`config.mk`:
```
export PLATFORM = sky130hd
export DESIGN_NAME = fp_add2
export DESIGN_NICKNAME = d
export VERILOG_FILES = /design/src/rtl/fp_add2.sv
export SDC_FILE = /design/constraint.sdc
export NUM_CORES = 1
export LEC_CHECK = 0
export ABC_AREA = 1
export BUFFER_PORTS_ARGS = -buffer_cell sky130_fd_sc_hd__buf_4
export CAP_MARGIN = 20
export CORE_MARGIN = 4
export CORE_UTILIZATION = 45
export CTS_CLUSTER_SIZE = 14
export DETAILED_ROUTE_END_ITERATION = 6
export SYNTH_ARGS = -nofsm -noshare
export SYNTH_HDL_FRONTEND = slang
export SYNTH_SLANG_ARGS = --single-unit
```
`constraint.sdc`:
```
create_clock -name clk -period 60.4 [get_ports clk]
set_input_delay 3.02 -clock clk [delete_from_list [all_inputs] [get_ports clk]]
set_output_delay 3.02 -clock clk [all_outputs]
set_load 0.01 [all_outputs]
```
`src/rtl/fp_add2.sv`:
```
// fp_add2: floating-point adder with one cycle of latency. Subnormals are flushed to zero.
// Rounding is round-to-nearest-even. The sign, exponent and mantissa outputs are registered.
module fp_add2 #(
    parameter int EXPONENT_WIDTH = 8,
    parameter int MANTISSA_WIDTH = 23
) (
    input  logic                                  clk,
    input  logic                                  rst,
    input  logic [EXPONENT_WIDTH+MANTISSA_WIDTH:0] A_FP,
    input  logic [EXPONENT_WIDTH+MANTISSA_WIDTH:0] B_FP,
    output logic                                  sign,
    output logic [EXPONENT_WIDTH-1:0]             exponent,
    output logic [MANTISSA_WIDTH-1:0]             mantissa
);
    localparam int E   = EXPONENT_WIDTH;
    localparam int M   = MANTISSA_WIDTH;
    localparam int SW  = M + 4;            // hidden + fraction + guard/round/sticky
    localparam int LZW = $clog2(SW + 1);
    localparam int XEW = E + 2;            // headroom for exponent under/overflow
    localparam logic [E-1:0]            EXP_ONES = '1;
    localparam logic signed [XEW-1:0]   EXP_MAX  = $signed({2'b00, EXP_ONES});

    function automatic logic [LZW-1:0] lzc(input logic [SW-1:0] v);
        logic [LZW-1:0] n;
        logic           found;
        n     = '0;
        found = 1'b0;
        for (int i = SW - 1; i >= 0; i--) begin
            if (v[i]) found = 1'b1;
            else if (!found) n = n + LZW'(1);
        end
        return n;
    endfunction

    function automatic logic [M+1:0] round_rne(input logic [SW-1:0] v);
        logic up;
        up = v[2] & (v[1] | v[0] | v[3]);
        return {1'b0, v[SW-1:3]} + (M + 2)'(up);
    endfunction

    logic         sa, sb;
    logic [E-1:0] ea, eb;
    logic [M-1:0] fa, fb;
    assign {sa, ea, fa} = A_FP;
    assign {sb, eb, fb} = B_FP;

    logic a_zero, b_zero, a_spec, b_spec, a_nan, b_nan, a_inf, b_inf;
    assign a_zero = (ea == '0);
    assign b_zero = (eb == '0);
    assign a_spec = (ea == EXP_ONES);
    assign b_spec = (eb == EXP_ONES);
    assign a_nan  = a_spec && (fa != '0);
    assign b_nan  = b_spec && (fb != '0);
    assign a_inf  = a_spec && (fa == '0);
    assign b_inf  = b_spec && (fb == '0);

    logic                  swap, s_big;
    logic [E-1:0]          e_big, e_small, e_diff;
    logic [SW-1:0]         big_ext, small_ext, small_al, norm;
    logic [SW:0]           sum;
    logic [LZW-1:0]        lz;
    logic signed [XEW-1:0] exp_n;
    logic [M+1:0]          rnd;
    logic [M-1:0]          frac_r;
    logic                  sign_d, sign_q;
    logic [E-1:0]          exp_d, exp_q;
    logic [M-1:0]          mant_d, mant_q;

    always_comb begin
        sign_d = 1'b0;
        exp_d  = '0;
        mant_d = '0;

        // Order by magnitude so the subtraction never goes negative.
        swap      = {eb, fb} > {ea, fa};
        s_big     = swap ? sb : sa;
        e_big     = swap ? eb : ea;
        e_small   = swap ? ea : eb;
        big_ext   = {1'b1, (swap ? fb : fa), 3'b000};
        small_ext = {1'b1, (swap ? fa : fb), 3'b000};
        e_diff    = e_big - e_small;

        if (int'(e_diff) >= M + 3) begin
            small_al = {{(SW-1){1'b0}}, 1'b1};
        end else begin
            small_al    = small_ext >> e_diff;
            small_al[0] = small_al[0] | ((small_ext & ~({SW{1'b1}} << e_diff)) != '0);
        end

        if (sa == sb) sum = {1'b0, big_ext} + {1'b0, small_al};
        else          sum = {1'b0, big_ext} - {1'b0, small_al};

        lz = lzc(sum[SW-1:0]);
        if (sum[SW]) begin
            norm  = {sum[SW:2], sum[1] | sum[0]};
            exp_n = $signed({2'b00, e_big}) + XEW'(1);
        end else begin
            norm  = sum[SW-1:0] << lz;
            exp_n = $signed({2'b00, e_big}) - $signed(XEW'(lz));
        end

        rnd = round_rne(norm);
        if (rnd[M+1]) begin
            frac_r = rnd[M:1];
            exp_n  = exp_n + XEW'(1);
        end else begin
            frac_r = rnd[M-1:0];
        end

        if (a_nan || b_nan || (a_inf && b_inf && (sa != sb))) begin
            exp_d  = EXP_ONES;
            mant_d = {1'b1, {(M-1){1'b0}}};
        end else if (a_inf) begin
            sign_d = sa;
            exp_d  = EXP_ONES;
        end else if (b_inf) begin
            sign_d = sb;
            exp_d  = EXP_ONES;
        end else if (a_zero && b_zero) begin
            sign_d = 1'b0;
        end else if (a_zero) begin
            {sign_d, exp_d, mant_d} = B_FP;
        end else if (b_zero) begin
            {sign_d, exp_d, mant_d} = A_FP;
        end else if ((sum == '0) || (exp_n <= 0)) begin
            sign_d = 1'b0;
        end else if (exp_n >= EXP_MAX) begin
            sign_d = s_big;
            exp_d  = EXP_ONES;
        end else begin
            sign_d = s_big;
            exp_d  = exp_n[E-1:0];
            mant_d = frac_r;
        end
    end

    always_ff @(posedge clk) begin
        if (rst) begin
            sign_q <= 1'b0;
            exp_q  <= '0;
            mant_q <= '0;
        end else begin
            sign_q <= sign_d;
            exp_q  <= exp_d;
            mant_q <= mant_d;
        end
    end

    assign sign     = sign_q;
    assign exponent = exp_q;
    assign mantissa = mant_q;
endmodule

```
==> reports/qor.yml, run 1 <==
min_path_type: "in -> reg"
grt_overflow_total: 0
grt_pass1_wl_um: 94400
clock_tree.buffer_depth: 2
slew_violations: 0
cpPeakStageDelay_ps: 720
p_leak_uw: 0.00849
numCtsBuffers: 5
worst_slew_pin_slew_ps: 1140
core-area_mm2: 0.0328
die_area_mm2: 0.0365
setup_viol: 0
ctsHtreeMaxLevel: 2
layout.nets: 3042
n_fill_cell: 3708
drt_pass1_iterations: 6
fp.dieH_um: 191
post_cts_resized: 0
antenna_found_initial: 0
dr_total_vias: 18693
crit_required_ps: 60610
vias_per_cell: 5.65
timing.hold.ws_ps: 3000
grt_setup_unrepaired: "false"
synth-edff-count: 0
area_delta_synth_final_pct: 6.18
layout-drive-gt1-share_pct: 11.0
avgSynthCellArea_um2: 5.31
hold_viol: 0
syn_area_mm2: 0.0151
clk_pin_slew_ps: 60
startpoint_type: "input pin"
drt_iter0_drc: 1583
slowest_stage: "buf_4"
fin_setup_tns_ps: 0
multi_input_area_mm2: 0.0121
port_buffers: 97
crit_arrival_ps: 27870
drv_cap: 0
wl_per_cell_um: 18.3
cts-root-buf: "clkbuf_16"
cellPowerDensity_mw_per_mm2: 35.3
cp_max_fo: 101
n_antenna_cell: 0
post_cts.repair.setup_buffers: 0
yosysSeqAreaShare_pct: 4.25
ys_types: 72
max_clock_freq_mhz: 36.2
crit_top_cell: "nand2_1"
floorplan.rows: 66
gr-usage-all-layers_pct: 31.9
status: "finished, final reports clean"
regArea_um2: 641
synth_area_leaders: "nand2_1 (20%), inv_1 (10%), nand3_1 (9.8%)"
hold_depth: 2
ant_nets: 0
hold_buffers: 0
grt_pass1_vias: 17680
crit_type: "in -> reg"
wl_um: 60400
ys_warn_count: 0
yosys.area.top_type: "nand2_1"
gpl.final_weighted_congestion: 1.02
synth-seq-cells: 32
ys.flop_type: "dfxtp_1"
async_flop_share_pct: 0
syn_inst: 2835
yosysTopAreaCellShare_pct: 19.8
total_power_uw: 565
period_needed_ps: 27650
grt_max_degree: 102
die_w_um: 191
cts_tree: "done"
syn_nets: 3014
ir_worst_vdd_v: 0.0000150
hpwl_um: 50400
ios: 98
drc_errors: 0
max-slew-margin-rel_pct: 23.2
cts.sinks: 32
cp-end-kind: "flop"
start_util_pct: 46.0
finalCritPeriodShare_pct: 45.8
registers in the layout, indices dropped and copies added (netlist names):
name      count
mantissa     23
exponent      8
sign          1
final cells by class:
class                           instances  share of cell area [%]
Multi-Input combinational cell       2269                    75.8
Clock buffer                            7                   0.954
Sequential cell                        32                    4.00
Tap cell                              442                    3.46
Clock inverter                          1                   0.188
Timing Repair Buffer                  111                    5.19
Inverter                              444                    10.4
critical path: cells and delay by family:
family | cells | cell delay [ps]
AND/OR/NAND/NOR | 79 | 9220
AO/OA/AOI/OAI | 29 | 4690
adder cells (fa/ha/maj) | 28 | 8160
buffers and inverters | 21 | 2710
power breakdown:
| part | internal (µW) | switching, µW |
|---|---|---|
| Combinational | 154 | 345 |
| Clock | 21.7 | 9.69 |
| Sequential | 29.0 | 5.16 |
| Total | 205 | 360 |
cells in the mapped netlist (8+ instances only):
cell / n
dfxtp_1: 32
or2_2: 8
nand2_4: 13
nor4_1: 17
nand2_2: 48
nand3_2: 26
xnor2_1: 8
nand4_1: 75
nor2_1: 265
nand3b_1: 9
inv_1: 404
o21ai_2: 10
nand2_1: 794
inv_2: 32
buf_6: 25
ha_1: 111
o21ai_1: 21
o21ai_0: 191
a31oi_1: 15
nand3_1: 294
nor2_4: 9
xor2_1: 44
buf_2: 12
nor2_2: 15
clkbuf_1: 26
nor3_1: 37
o211ai_1: 9
buf_4: 17
o22ai_1: 10
a21oi_1: 149
per-layer routing:
metal | share of wire (%) | global-route usage [%]
met1 | 43 | 41.7
met5 | 0 | 0
met3 | 6.5 | 3.32
met2 | 47 | 55.6
met4 | 3.3 | 9.56
worst paths after layout:
kind | to | startpoint
worst min-delay path | exponent[3] | rst
worst max-delay path | mantissa[7] | A_FP[26]
metrics by stage:
step                instance area, µm²  std cells  setup WS, ps  util, %
finish                           16000       3306         32750     48.8
global route                     16000       3306         30130     48.8
CTS                              16000       3306         32870     48.8
detailed placement               15800       3298         32610     48.2
global placement                 15800       3297         32910     48.2
floorplan                        15100       2835         37190        -
cells by family after synthesis:
| group | after synthesis | share of synthesized area (%) |
|---|---|---|
| flip-flops | 32 | 4.25 |
| adder cells (fa/ha/maj) | 113 | 9.48 |
| AO/OA/AOI/OAI | 470 | 17.8 |
| buffers and inverters | 534 | 15.4 |
| XOR/XNOR | 56 | 3.53 |
| AND/OR/NAND/NOR | 1630 | 49.5 |
placed cells by master (no fill, tap or decap), types with 10 or more instances in the layout:
cell type	netlist	routed
nand2_1	794	794
inv_1	404	404
nand3_1	294	294
nor2_1	265	264
o21ai_0	191	191
a21oi_1	149	149
ha_1	111	111
buf_4	17	110
nand4_1	75	75
nand2_2	48	48
xor2_1	44	44
nor3_1	37	37
inv_2	32	32
dfxtp_1	32	32
nand3_2	26	26
o21ai_1	21	21
nor4_1	17	16
nor2_2	15	16
a31oi_1	15	15
nand2_4	13	13
o21ai_2	10	10
o22ai_1	10	10
Power figures use the tool's default switching activity.
==> run 2: changes to the inputs <==
--- a/config.mk
+++ b/config.mk
@@ -5,7 +5,7 @@
 export SDC_FILE = /design/constraint.sdc
 export NUM_CORES = 1
 export LEC_CHECK = 0
-export ABC_AREA = 1
+export ABC_AREA = 0
 export BUFFER_PORTS_ARGS = -buffer_cell sky130_fd_sc_hd__buf_4
 export CAP_MARGIN = 20
 export CORE_MARGIN = 4
==> constraint.sdc (replaced) <==
create_clock -name clk -period 28.9 [get_ports clk]
set_input_delay 1.445 -clock clk [delete_from_list [all_inputs] [get_ports clk]]
set_output_delay 1.445 -clock clk [all_outputs]
set_load 0.01 [all_outputs]
==> run 2 against run 1 <==
- combinational power up 67%
- synthesized cell count decreased by 7.6%
- sequential share of layout area down 0.75 points
- total power grew 69%
- routed wire length increased by 31%
- die area up 14%
- design area increased by 23%
- critical path type unchanged
- final cell count fell by 2.9%
- critical path depth down 18
==> reports/qor.yml, run 2 <==
ir_worst_vdd_v: 0.0000264  # was 0.0000150 V
max_clock_freq_mhz: 36.0
slowest_stage: "or4b_4"  # was buf_4
antenna_found_initial: 1  # was 0
cp_num_buf_inv: 9  # was 21
synth-edff-count: 0  # unchanged
drt_pass1_iterations: 6  # unchanged
cp.depth: 139  # was 157
yosysSeqAreaShare_pct: 3.71  # was 4.25%
yosysTopAreaCellShare_pct: 8.04  # was 19.8%
core-area_mm2: 0.0378  # was 0.0328 mm²
grt-busiest-layer: "met2"  # unchanged
setup_viol: 0  # unchanged
finalCritPeriodShare_pct: 96.1
syn_area_mm2: 0.0173  # was 0.0151 mm²
crit_type: "in -> reg"  # unchanged
grtUsageMet3_pct: 7.85  # was 3.32%
crit_top_cell: "ha_1"  # was nand2_1
dr_total_vias: 21345  # was 18693
wl_per_cell_um: 24.6  # was 18.3 µm
gr-usage-all-layers_pct: 35.4  # was 31.9%
synth_area_leaders: "ha_1 (8.0%), nand2_1 (7.5%), a21oi_1 (6.7%)"  # was nand2_1 (20%), inv_1 (10%), nand3_1 (9.8%)
port_buffers: 97  # unchanged
timing.hold.ws_ps: 1450  # was 3000 ps
area_delta_synth_final_pct: 13.9  # was 6.18%
clock_tree.buffer_depth: 2  # unchanged
syn_inst: 2619  # was 2835
n_fill_cell: 3922  # was 3708
met2_usage_pct: 54.6  # was 55.6%
drt_iter0_drc: 2623  # was 1583
hold_viol: 0  # unchanged
ys_warn_count: 0  # unchanged
drv_cap: 0  # unchanged
total_power_uw: 957  # was 565 µW
cp-end-kind: "flop"  # unchanged
synth-seq-cells: 32  # unchanged
vias_per_cell: 6.65  # was 5.65
slew_violations: 0  # unchanged
min_path_type: "in -> reg"  # unchanged
crit_required_ps: 29110  # was 60610 ps
largest_register_ff_count: 23  # unchanged
final_area_mm2: 0.0197  # was 0.0160 mm²
avgSynthCellArea_um2: 6.60  # was 5.31 µm²
crit_arrival_ps: 27990  # was 27870 ps
ys_types: 132  # was 72
cts-root-buf: "clkbuf_16"  # unchanged
ios: 98  # unchanged
cellPowerDensity_mw_per_mm2: 48.7  # was 35.3 mW/mm²
hold_buffers: 0  # unchanged
regArea_um2: 641  # unchanged
status: "finished, final reports clean"  # unchanged
max-slew-margin-rel_pct: 29.3  # was 23.2%
grt_use_met1_pct: 50.1  # was 41.7%
period_needed_ps: 27770
grt_pass1_vias: 19572  # was 17680
grt_overflow_total: 0  # unchanged
async_flop_share_pct: 0  # unchanged
cts.sinks: 32  # unchanged
synth.most_common_cell: "nand2_1"  # unchanged
floorplan.rows: 71  # was 66
yosys.area.top_type: "ha_1"  # was nand2_1
wl_um: 79100  # was 60400 µm
drc_errors: 0  # unchanged
cp_top_family: "adder cells"  # was simple AND/OR/NAND/NOR gates
grt_pass1_wl_um: 118000  # was 94400 µm
n_antenna_cell: 0  # unchanged
cpPeakStageDelay_ps: 590  # was 720 ps
die_area_mm2: 0.0416  # was 0.0365 mm²
cp_max_fo: 16  # was 101
cts_tree: "done"  # unchanged
dpl-instance-area_mm2: 0.0188  # was 0.0158 mm²
hpwl_um: 62200  # was 50400 µm
fin_setup_tns_ps: 0  # unchanged
ctsHtreeMaxLevel: 2  # unchanged
startpoint_type: "input pin"  # unchanged
start_util_pct: 45.8  # was 46.0%
layout.nets: 2878  # was 3042
synth_common_cells: "nand2_1 (345), nor2_1 (270), a21oi_1 (233)"  # was nand2_1 (794), inv_1 (404), nand3_1 (294)
syn_nets: 2798  # was 3014
hold_depth: 2  # unchanged
ys.flop_type: "dfxtp_1"  # unchanged
gpl.final_weighted_congestion: 0.996  # was 1.02
ant_nets: 0  # unchanged
worst_slew_pin_slew_ps: 1060  # was 1140 ps
layout_common_cells: "nand2_1 (343), nor2_1 (263), a21oi_1 (220), buf_4 (215), o21ai_0 (155)"  # was nand2_1 (794), inv_1 (404), nand3_1 (294), nor2_1 (264), o21ai_0 (191)
die_w_um: 204  # was 191 µm
layout-drive-gt1-share_pct: 18.3  # was 11.0%
grt_max_degree: 131  # was 102
layout_commonest_cell: "nand2_1"  # unchanged
clk_pin_slew_ps: 60  # about the same
fp.dieH_um: 204  # was 191 µm
multi_input_area_mm2: 0.0160  # was 0.0121 mm²
p_leak_uw: 0.00797  # was 0.00849 µW
numCtsBuffers: 5  # unchanged
-- run 2: path summary, 6_finish.rpt --
kind | from | to
max | A_FP[14] | mantissa[19]
min | rst | exponent[4]
-- run 2: repair_timing --
item,4_1_cts,5_1_grt
pin swaps,0,38
hold endpoints to repair,0,0
gates resized for setup,7,113
buffers inserted,2,26
cloned,0,4
setup endpoints to repair,14,32
-- run 2: through the flow --
step,cells,utilization [%],setup slack (ps)
after floorplan,2619,-,49.7
after global placement,3169,49.6,265
after detailed placement,3170,49.7,-432
after CTS,3179,50.2,46.7
after global routing,3210,52.1,-470
final,3210,52.1,1130
-- run 2: logic make-up after synthesis --
| logic type | count (synthesis) | share of synthesized area (%) |
|---|---|---|
| and+or+nand+nor | 1122 | 31.8 |
| AOI/OAI and AO/OA | 776 | 29.9 |
| buffers and inverters | 275 | 6.73 |
| muxes | 157 | 10.9 |
| xor gates and xnor gates | 140 | 8.48 |
| adders and majority gates | 117 | 8.50 |
| DFF | 32 | 3.71 |
-- run 2: layout make-up --
type | instances | area share, %
Clock buffer | 7 | 0.776
Tap cell | 511 | 3.25
Multi-Input combinational cell | 2312 | 81.2
Inverter | 121 | 2.33
Timing Repair Buffer | 227 | 9.23
Sequential cell | 32 | 3.26
-- run 2: layer usage --
layer	wire, µm	part of all wire, %
met4	2390	3.0
met5	13	0.016
met3	8670	11
met1	33900	43
met2	34200	43
-- run 2: where the power goes --
| part | total, µW | internal [µW] | switching, µW | leakage [µW] |
|---|---|---|---|---|
| Clock | 57.0 | 36.2 | 20.8 | 0.0000760 |
| Sequential | 66.1 | 57.6 | 8.51 | 0.000266 |
| Combinational | 834 | 306 | 528 | 0.00763 |
| Total | 957 | 400 | 558 | 0.00797 |
